`src/rtl/xif_cpr_router.sv`:
```
// Routes CPU coprocessor-interface issue, commit and result traffic across NUM_CPR channels,
// tracking outstanding instructions in a small table and flagging protocol errors.
module xif_cpr_router #(
  parameter int NUM_CPR = 2,
  parameter int ID_W    = 4,
  parameter int DEPTH   = 4
) (
  input  logic                     clk_i,
  input  logic                     rst_i,
  input  logic                     issue_valid_i,
  output logic                     issue_ready_o,
  input  logic [31:0]              issue_instr_i,
  input  logic [ID_W-1:0]          issue_id_i,
  output logic                     issue_accept_o,
  output logic                     issue_writeback_o,
  input  logic                     commit_valid_i,
  input  logic [ID_W-1:0]          commit_id_i,
  input  logic                     commit_kill_i,
  output logic                     result_valid_o,
  input  logic                     result_ready_i,
  output logic [ID_W-1:0]          result_id_o,
  output logic [31:0]              result_data_o,
  output logic [4:0]               result_rd_o,
  output logic                     result_we_o,
  output logic [NUM_CPR-1:0]       cpr_issue_valid_o,
  input  logic [NUM_CPR-1:0]       cpr_issue_ready_i,
  input  logic [NUM_CPR-1:0]       cpr_issue_accept_i,
  input  logic [NUM_CPR-1:0]       cpr_issue_writeback_i,
  output logic [31:0]              cpr_instr_o,
  output logic [ID_W-1:0]          cpr_id_o,
  output logic [NUM_CPR-1:0]       cpr_commit_valid_o,
  output logic [ID_W-1:0]          cpr_commit_id_o,
  output logic                     cpr_commit_kill_o,
  input  logic [NUM_CPR-1:0]       cpr_result_valid_i,
  output logic [NUM_CPR-1:0]       cpr_result_ready_o,
  input  logic [NUM_CPR*ID_W-1:0]  cpr_result_id_i,
  input  logic [NUM_CPR*32-1:0]    cpr_result_data_i,
  input  logic [NUM_CPR*5-1:0]     cpr_result_rd_i,
  input  logic [NUM_CPR-1:0]       cpr_result_we_i,
  output logic                     error_o
);
  // Handshakes: a transfer happens on a clock edge where valid and ready are both 1;
  // valid must not depend on ready, and the payload is held stable while valid waits.

  localparam int PW = (NUM_CPR > 1) ? $clog2(NUM_CPR) : 1;
  localparam int EW = $clog2(DEPTH);

  typedef enum logic [1:0] {IDLE, PROBE, RESP} state_t;

  state_t          state_q, state_d;
  logic [PW-1:0]   k_q, k_d;
  logic            acc_q, acc_d, wb_q, wb_d;
  logic [ID_W-1:0] id_q, id_d;
  logic            alloc;

  logic [DEPTH-1:0] ent_valid, ent_wb, ent_cmt;
  logic [ID_W-1:0]  ent_id    [DEPTH];
  logic [PW-1:0]    ent_owner [DEPTH];
  logic             full;

  logic [PW-1:0]   ptr_q, lock_g_q, grant;
  logic            lock_q, gvalid;
  logic [ID_W-1:0] res_id;
  logic            res_hit, drop_kill, res_err, res_fire, res_free;
  logic [EW-1:0]   res_idx, free_idx, cm_idx;
  logic            cm_hit;

  function automatic logic [PW-1:0] rr_idx(input logic [PW-1:0] base, input int off);
    int s;
    s = int'(base) + off;
    if (s >= NUM_CPR) s = s - NUM_CPR;
    return PW'(s);
  endfunction

  assign full        = &ent_valid;
  assign cpr_instr_o = issue_instr_i;
  assign cpr_id_o    = issue_id_i;

  always_comb begin
    state_d           = state_q;
    k_d               = k_q;
    acc_d             = acc_q;
    wb_d              = wb_q;
    id_d              = id_q;
    alloc             = 1'b0;
    issue_ready_o     = 1'b0;
    issue_accept_o    = 1'b0;
    issue_writeback_o = 1'b0;
    cpr_issue_valid_o = '0;
    case (state_q)
      IDLE: begin
        if (issue_valid_i && !full) begin
          state_d = PROBE;
          k_d     = '0;
          id_d    = issue_id_i;
          acc_d   = 1'b0;
          wb_d    = 1'b0;
        end
      end
      PROBE: begin
        cpr_issue_valid_o[k_q] = 1'b1;
        if (cpr_issue_ready_i[k_q]) begin
          acc_d = cpr_issue_accept_i[k_q];
          wb_d  = cpr_issue_accept_i[k_q] & cpr_issue_writeback_i[k_q];
          if (cpr_issue_accept_i[k_q] || k_q == PW'(NUM_CPR - 1)) state_d = RESP;
          else k_d = k_q + PW'(1);
        end
      end
      RESP: begin
        issue_ready_o     = 1'b1;
        issue_accept_o    = acc_q;
        issue_writeback_o = wb_q;
        alloc             = acc_q;
        state_d           = IDLE;
      end
      default: state_d = IDLE;
    endcase
    if (rst_i) begin
      issue_ready_o     = 1'b0;
      issue_accept_o    = 1'b0;
      issue_writeback_o = 1'b0;
      cpr_issue_valid_o = '0;
      alloc             = 1'b0;
    end
  end

  // Round-robin grant; a stalled grant stays locked so the CPU sees a stable payload.
  always_comb begin
    grant  = ptr_q;
    gvalid = 1'b0;
    if (lock_q) begin
      grant  = lock_g_q;
      gvalid = cpr_result_valid_i[lock_g_q];
    end else begin
      for (int i = NUM_CPR - 1; i >= 0; i--) begin
        if (cpr_result_valid_i[rr_idx(ptr_q, i)]) begin
          grant  = rr_idx(ptr_q, i);
          gvalid = 1'b1;
        end
      end
    end
  end

  assign res_id        = cpr_result_id_i[grant*ID_W +: ID_W];
  assign result_id_o   = res_id;
  assign result_data_o = cpr_result_data_i[grant*32 +: 32];
  assign result_rd_o   = cpr_result_rd_i[grant*5 +: 5];
  assign result_we_o   = cpr_result_we_i[grant];

  always_comb begin
    free_idx = '0;
    cm_hit   = 1'b0;
    cm_idx   = '0;
    res_hit  = 1'b0;
    res_idx  = '0;
    for (int i = DEPTH - 1; i >= 0; i--) begin
      if (!ent_valid[i]) free_idx = EW'(i);
      if (ent_valid[i] && ent_id[i] == commit_id_i) begin
        cm_hit = 1'b1;
        cm_idx = EW'(i);
      end
      if (ent_valid[i] && ent_cmt[i] && ent_owner[i] == grant && ent_id[i] == res_id) begin
        res_hit = 1'b1;
        res_idx = EW'(i);
      end
    end
  end

  always_comb begin
    drop_kill          = commit_valid_i && commit_kill_i && commit_id_i == res_id;
    result_valid_o     = gvalid && res_hit && !drop_kill;
    res_err            = gvalid && !res_hit && !drop_kill;
    cpr_result_ready_o = '0;
    if (gvalid) cpr_result_ready_o[grant] = result_valid_o ? result_ready_i : 1'b1;
    if (rst_i) begin
      result_valid_o     = 1'b0;
      res_err            = 1'b0;
      cpr_result_ready_o = '0;
    end
    res_fire = gvalid && cpr_result_ready_o[grant];
    res_free = result_valid_o && result_ready_i;
  end

  always_ff @(posedge clk_i) begin
    if (rst_i) begin
      state_q            <= IDLE;
      k_q                <= '0;
      acc_q              <= 1'b0;
      wb_q               <= 1'b0;
      id_q               <= '0;
      ent_valid          <= '0;
      ent_wb             <= '0;
      ent_cmt            <= '0;
      for (int i = 0; i < DEPTH; i++) begin
        ent_id[i]    <= '0;
        ent_owner[i] <= '0;
      end
      ptr_q              <= '0;
      lock_q             <= 1'b0;
      lock_g_q           <= '0;
      cpr_commit_valid_o <= '0;
      cpr_commit_id_o    <= '0;
      cpr_commit_kill_o  <= 1'b0;
      error_o            <= 1'b0;
    end else begin
      state_q <= state_d;
      k_q     <= k_d;
      acc_q   <= acc_d;
      wb_q    <= wb_d;
      id_q    <= id_d;
      if (alloc) begin
        ent_valid[free_idx] <= 1'b1;
        ent_id[free_idx]    <= id_q;
        ent_owner[free_idx] <= k_q;
        ent_wb[free_idx]    <= wb_q;
        ent_cmt[free_idx]   <= 1'b0;
      end
      cpr_commit_valid_o <= '0;
      if (commit_valid_i) begin
        if (cm_hit) begin
          cpr_commit_valid_o <= NUM_CPR'(1) << ent_owner[cm_idx];
          cpr_commit_id_o    <= commit_id_i;
          cpr_commit_kill_o  <= commit_kill_i;
          if (commit_kill_i || !ent_wb[cm_idx]) ent_valid[cm_idx] <= 1'b0;
          else ent_cmt[cm_idx] <= 1'b1;
        end else begin
          error_o <= 1'b1;
        end
      end
      if (res_free) ent_valid[res_idx] <= 1'b0;
      if (res_err) error_o <= 1'b1;
      if (res_fire) ptr_q <= rr_idx(grant, 1);
      lock_q   <= result_valid_o && !result_ready_i;
      lock_g_q <= grant;
    end
  end
endmodule

```
`config.mk`:
```
export PLATFORM = sky130hd
export DESIGN_NAME = xif_cpr_router
export DESIGN_NICKNAME = d
export VERILOG_FILES = /design/src/rtl/xif_cpr_router.sv
export SDC_FILE = /design/constraint.sdc
export NUM_CORES = 1
export LEC_CHECK = 0
export BUFFER_PORTS_ARGS = -buffer_cell sky130_fd_sc_hd__buf_2
export CAP_MARGIN = 15
export CORE_UTILIZATION = 47
export DETAILED_ROUTE_END_ITERATION = 8
export GPL_ROUTABILITY_DRIVEN = 0
export PLACE_DENSITY = 0.95
export SLEW_MARGIN = 20
export SYNTH_ARGS = -nofsm -noshare
export SYNTH_HDL_FRONTEND = slang
export SYNTH_SLANG_ARGS = --single-unit
```
`constraint.sdc`:
```
create_clock -name clk_i -period 9.7 [get_ports clk_i]
set_input_delay 1.94 -clock clk_i [delete_from_list [all_inputs] [get_ports clk_i]]
set_output_delay 1.94 -clock clk_i [all_outputs]
set_load 0.1 [all_outputs]
```
### Word-level counts from Yosys, hierarchy flattened

Memories as Yosys holds them, arrays and structs flattened.
Index checks and enable logic that the tools add are counted.

* input bits: 138
* bits in writable memories: 20
* logic and storage cells: 238
* memories: 2
* bits in registers: 32
* output and inout port bits: 94

* bitwise operators: 12
* equal/unequal tests: 20
* multiply operators: 1
* reduce and logical (&&, ||, !) cells: 51
* $add $sub $neg: 6
* shift operators: 4
* magnitude comparators: 16
* mux-type cells: 111

Memory list
* ent_id: depth 4, bits a word 4, rd ports 4, clocked after Yosys merged registers in 0, wr ports 4, line 57 `logic [ID_W-1:0] ent_id [DEPTH];`
* ent_owner: depth 4, bits a word 1, rd ports 5, clocked after Yosys merged registers in 0, wr ports 4, line 58 `logic [PW-1:0] ent_owner [DEPTH];`

Operators by type and width (number)
* $mux W1: 66
* $shiftx A64 B7 Y32: 1
* $mux W4: 13
* $mux W2: 21
* $eq A4 B4 Y1: 9
* $logic_and A1 B1 Y1: 31
* $and A4 B4 Y4: 3
* $not A4 Y4: 3
* $lt A1 B2 Y1 const B: 5
* $ne A2 B2 Y1 const B: 5
* $shiftx A10 B5 Y5: 1
* $lt A2 B3 Y1 const B: 3
* $or A4 B4 Y4: 2
* $reduce_and A4 Y1: 2
* $shiftx A8 B4 Y4: 1
* $demux W1 S2: 3
* $ge A2 B1 Y1 const B: 3
* $pmux W1 S2: 3
* $reduce_and A2 Y1: 3
* $reduce_and A3 Y1: 2
* $logic_not A1 Y1: 5
* $add A1 B1 Y2 const B: 2
* $bwmux W4: 1
* $eq A1 B1 Y1: 4
* other kinds (21): 29

### Longest topological paths before layout

* word-level depth: 25
* mapped depth: 10
* gate-level depth less buffers: 9

### Worst setup path after synthesis

No wires, ideal clock.

* path kind: input-to-output
* from: input rst_i
* to: output issue_accept_o
* required time: 7760 ps
* path slack: 2240 ps
* stages on the path: 3
* buffers on the path: 0
* arrival time: 5520 ps
* cells stage by stage: nor3b_1 -> nand2_1 -> inv_1

* word-level cells in the longest chain between the ends: 1

RTL lines
* start: declaration: line 9 `input logic rst_i,`
* $mux W1: line 118 `if (rst_i) begin`
* end: declaration: line 14 `output logic issue_accept_o,`

Every way passes these cells.

### Worst setup path after layout

* from: input cpr_result_valid_i[1]
* to: output result_valid_o

* word-level cells in the longest chain between the ends: 15
* elaborated cells between the ends (all ways): 39
* classes of those cells: eq/ne (9); shift (1); mux (17); reduce/logical (12)

RTL lines
* start: declaration: line 34 `input logic [NUM_CPR-1:0] cpr_result_valid_i,`
* $mux W1 (implied by the code) (2 in a row): line 136 `if (cpr_result_valid_i[rr_idx(ptr_q, i)]) begin`
* $mux W1 (2 in a row): line 136
* $mux W1: line 131 `if (lock_q) begin`
* $shiftx A8 B4 Y4 / $eq A1 B1 Y1 (equally long branches): line 144, 162
* $eq A4 B4 Y1 / $logic_and A1 B1 Y1 (equally long branches): line 162 `if (ent_valid[i] && ent_cmt[i] && ent_owner[i] == grant && ent_id[i] == res_id) begin`
* $logic_and A1 B1 Y1: line 162
* $mux W1 (4 in a row): line 162
* $logic_and A1 B1 Y1: line 171 `result_valid_o = gvalid && res_hit && !drop_kill;`
* $logic_and A1 B1 Y1 (*): line 171
* $mux W1 (*): line 175 `if (rst_i) begin`
* end: declaration: line 19 `output logic result_valid_o,`

Mark *: on every way between the ends. The rest lies on a longest branch, timed or not. The select of a mux whose other input is x is not followed.

==> results summary <==
The worst setup path is of the input pin to output pin kind. The number of synthesized flops with an enable pin is 20. The portion of synthesized area spent on multiplexers is 0.0712. The count of max-cap constraint violations is 0. For this configuration, the core starts out at a cell density of 0.496. Counting every net in the synthesized netlist gives 616. The number of antenna violations at the first check in global routing was 0.

Yosys printed 0 warnings. Dividing total power by cell area gives a power density of 150 nW/µm². Among all flip-flop cells after synthesis, the most frequent one is dfxtp_1. STA classifies the critical path startpoint as an input pin. Summed over all nets, the half-perimeter wirelength after detailed placement is 11,200 µm. The wire length of the first global-routing pass came out at 20,200 µm. The number of violations reported at the end of detailed-routing iteration 0 is 302.

The area of all sequential standard cells is 1240 µm². The routed design could run at a clock period as short as 6.98 ns. The worst clock skew is 0.00950 ns. Entering global routing, the biggest net connects 41 pins. The synthesized area divided by synthesized cell count came out at ~7.6 µm². Of the cells placed in the final design, the portion with a size suffix greater than 1 is 0.319. The cell sitting at the root of the clock tree is a clkbuf_8. Setup repair after global routing left no endpoint under its margin. The number of gates resized after CTS was 0.

The number of global-route vias before repair is 3,751. Walking the worst path, the cells encountered are buf_2 -> nand2b_1 -> a211oi_2 -> o21ai_0 -> mux4_2 -> a21o_1 -> or4_4 -> and3_4 -> nor2_1 -> buf_2. The worst register-to-register path has a setup slack of 6.82 ns. Counting stages on the worst path, the most repeated cell is buf_2. For the final routed database, the setup TNS stands at 0 ns.

The portion of total power attributed to the clock network came out at 0.191. The overall track demand over capacity in global routing came out at 0.322. The sink of the worst hold path is ent_cmt[2]. The H-tree was split into 2 levels. The analysis attributes to net switching a power of 0.000317 W. The final number of setup-violating endpoints is 0.

The floorplan die width is around 90 µm. The DRC violation count after routing came out at 0. The overall power is 0.000659 W. The total iterations of the first detailed-routing run is 5.

The largest single stage delay on the critical path is about 0.55 ns. At the pin with the least slew margin, the transition time is between 1 and 1.5 ns. The floorplan step defined a core boundary enclosing 7370 µm². Of the total synthesized cell area, the portion taken by XOR and XNOR cells is 0.0623.

The die outline area is 8130 µm². The switching share of power came out at 0.481. The share of the synthesized area in compound gates (AO/OA/AOI/OAI) came out at 0.0877. The worst register-to-register path begins at lock_q. The area taken by multi-input logic gates is 2040 µm².

The post-synthesis register bit count is 52. The fraction of met1 tracks used by global routing is 0.341. The arrival time reported for the critical path endpoint came out at roughly 5 ns.

The worst-case IR drop observed on VDD is 0.107 mV. The via total after detailed routing is 3,960. The adder-cell share of the synthesized area came out at 0. The total grt overflow is 0.

In this run the deepest clock path goes through 2 buffers. The slowest library cell on the worst path is or4_4. The peak-usage layer in the global routing report is met2. The number of instances in the synthesized netlist came out at between 400 and 500. Along the worst path, the maximum fanout reaches 7. The endpoint identified for the worst register-to-register timing path is ptr_q.

The hold-critical path depth is 2. Dividing the detail-routed wire length by the instance count gives 19.1 µm. 232 I/O pins were placed.

Once layout is complete, the utilization of the core stands at 0.597. The element type at the critical path end is an output pin. For this block, the routed nets add up to ~13,000 µm of wire. The leakage power of the design came out at between 2 and 2.5 nW. The max-slew violation total from the final report is 0. The sequential share of power came out at 0.364. The met3 demand-to-capacity share in global routing came out at 0.155. The flow ran to the end, and the final reports show no timing, DRC or antenna violations.

The count of port buffers added during placement is 167. The initialized floorplan defines 31 standard-cell rows. The share of total power dissipated in combinational logic is 0.445. The met2 layer usage reported by global route is 0.543. The final-report hold violation count is 0. After synthesis, the largest family of logic cells by area is simple AND/OR/NAND/NOR gates. The final layout contains between 700 and 800 nets.

The number of buffers created by CTS came out at 5. The count of filler cells inserted in the layout is 659. TritonCTS built the clock tree. The antenna violation net count after detailed routing is 0. The cell internal power dissipation is 0.000342 W. The path category of the worst min-delay check is flop to flop. The fraction of the yosys area taken by sequential cells is 0.340. The clock-pin slew on the worst setup and hold paths came out at 0.09 ns. The total setup buffers inserted after CTS came out at 0.

The highest clock rate is roughly 0.14 GHz. The async set-or-reset flop fraction in the synthesized netlist came out at 0. The startpoint identified for the worst hold timing path is ent_cmt[2]. The number of different library cells used by synthesis comes to 47.

The required time reported for the critical path endpoint came out at between 7 and 8 ns. The number of buffers inserted by hold repair at cts came out at 0. The remaining max-slew budget at the tightest pin is 0.299. The synthesized-area fraction occupied by and/or/nand/nor cells came out at 0.335. In the finished design, the share of the clock period the worst path needs comes to 0.719.

The count of clock tree sinks came out at 52. The die outline height is around 90 µm. From synthesis to final layout, the design area changed by 20.4%. The number of cell instances on the worst register-to-register path is 8. The via density per instance is 5.64.

The latest clock arrival within the worst-skew pair is 0.31 ns. The total standard cell area after synthesis is 3650 µm².
[sequential cells by signal (all words and copies together) (netlist names)]
signal and flops:
acc_q 1, cpr_commit_id_o 4, cpr_commit_kill_o 1, cpr_commit_valid_o 2, ent_cmt 4, ent_id 16
ent_owner 4, ent_valid 4, ent_wb 4, error_o 1, id_q 4, k_q 1
lock_g_q 1, lock_q 1, ptr_q 1, state_q 2, wb_q 1
[metrics by stage]
stage / hold slack (ns) / cell area [µm²] / setup WS [ns] / instances
finish: 0.509 / 4400 / 2.72 / 702
global route: 0.515 / 4400 / 2.69 / 701
CTS: 0.502 / 4390 / 2.82 / 701
detailed placement: 0.480 / 4300 / 2.83 / 693
global placement: 0.458 / 4300 / 2.91 / 693
floorplan: 0.442 / 3650 / 2.24 / 478
[layout make-up]
cell class,count,area share
multi-input combinational,361,0.464
sequential,52,0.282
timing repair buffer,169,0.193
tap,99,0.0282
clock buffer,5,0.0156
inverter,12,0.0102
clock inverter,3,0.00541
antenna,1,0.000569
[worst max path at each step]
| stage | start | to | slack [ns] |
|---|---|---|---|
| 3_3_place_gp | cpr_result_valid_i[1] | result_valid_o | 2.91 |
| 2_1_floorplan | rst_i | issue_accept_o | 2.24 |
| 6_report | cpr_result_valid_i[1] | result_valid_o | 2.72 |
| 3_5_place_dp | cpr_result_valid_i[1] | result_valid_o | 2.83 |
| 4_1_cts | cpr_result_valid_i[1] | result_valid_o | 2.82 |
| 5_1_grt | cpr_result_valid_i[1] | result_valid_o | 2.69 |
[cells in the mapped netlist, types with 5 or more instances]
library cell	count	area (µm²)
and2_1	19	119
inv_1	12	45.0
nor2_1	39	146
a21oi_1	12	60.1
mux2i_1	17	170
buf_4	36	270
a31oi_1	6	37.5
o21ai_0	13	65.1
dfxtp_1	32	641
nor3_1	13	65.1
nor3b_1	5	37.5
nand2_1	133	499
or3_1	6	37.5
clkbuf_1	16	60.1
and3_1	10	62.6
nand3_1	9	45.0
xor2_1	15	131
edfxtp_1	20	601
nand2b_1	5	31.3
xnor2_1	11	96.3
[layout by cell type (no fill, tap or decap), types with 4 or more instances in the layout]
cell	synthesis	routed
mux2i_1	17	17
or3_1	6	6
inv_1	12	12
mux4_2	4	4
edfxtp_1	20	20
nand2b_1	5	5
a21boi_0	4	4
nand2_1	133	133
and3_1	10	10
nor3b_1	5	5
a21oi_1	12	12
buf_2	0	167
and2_1	19	19
o21ai_0	13	13
clkbuf_8	0	5
nand3_1	9	9
nor2_1	39	38
a31oi_1	6	6
xnor2_1	11	11
xor2_1	15	15
nor3_1	13	13
dfxtp_1	32	32
[power groups by stage]
stage          Clock, W  Combinational (W)  Sequential (W)
2_1_floorplan         0           0.000290        0.000243
3_3_place_gp          0           0.000286        0.000244
3_5_place_dp          0           0.000291        0.000244
4_1_cts        0.000126           0.000291        0.000239
5_1_grt        0.000135           0.000305        0.000241
6_report       0.000126           0.000293        0.000240
[worst max-delay path: cells and delay by family]
kind	cells	cell delay, ns
simple gates	4	1.11
compound gates	3	0.86
buf+inv	2	0.59
mux	1	0.53
[layer usage]
layer,up-vias,wire (µm)
li1,1819,-
met1,1793,4600
met2,295,6300
met3,53,1980
met4,0,507
met5,-,0
[cell families after synthesis]
logic type,after synthesis
muxes,21
buffers and inverters,65
xor gates and xnor gates,26
DFF,52
AOI/OAI and AO/OA,51
and+or+nand+nor,263
Power figures use the tool's default switching activity.
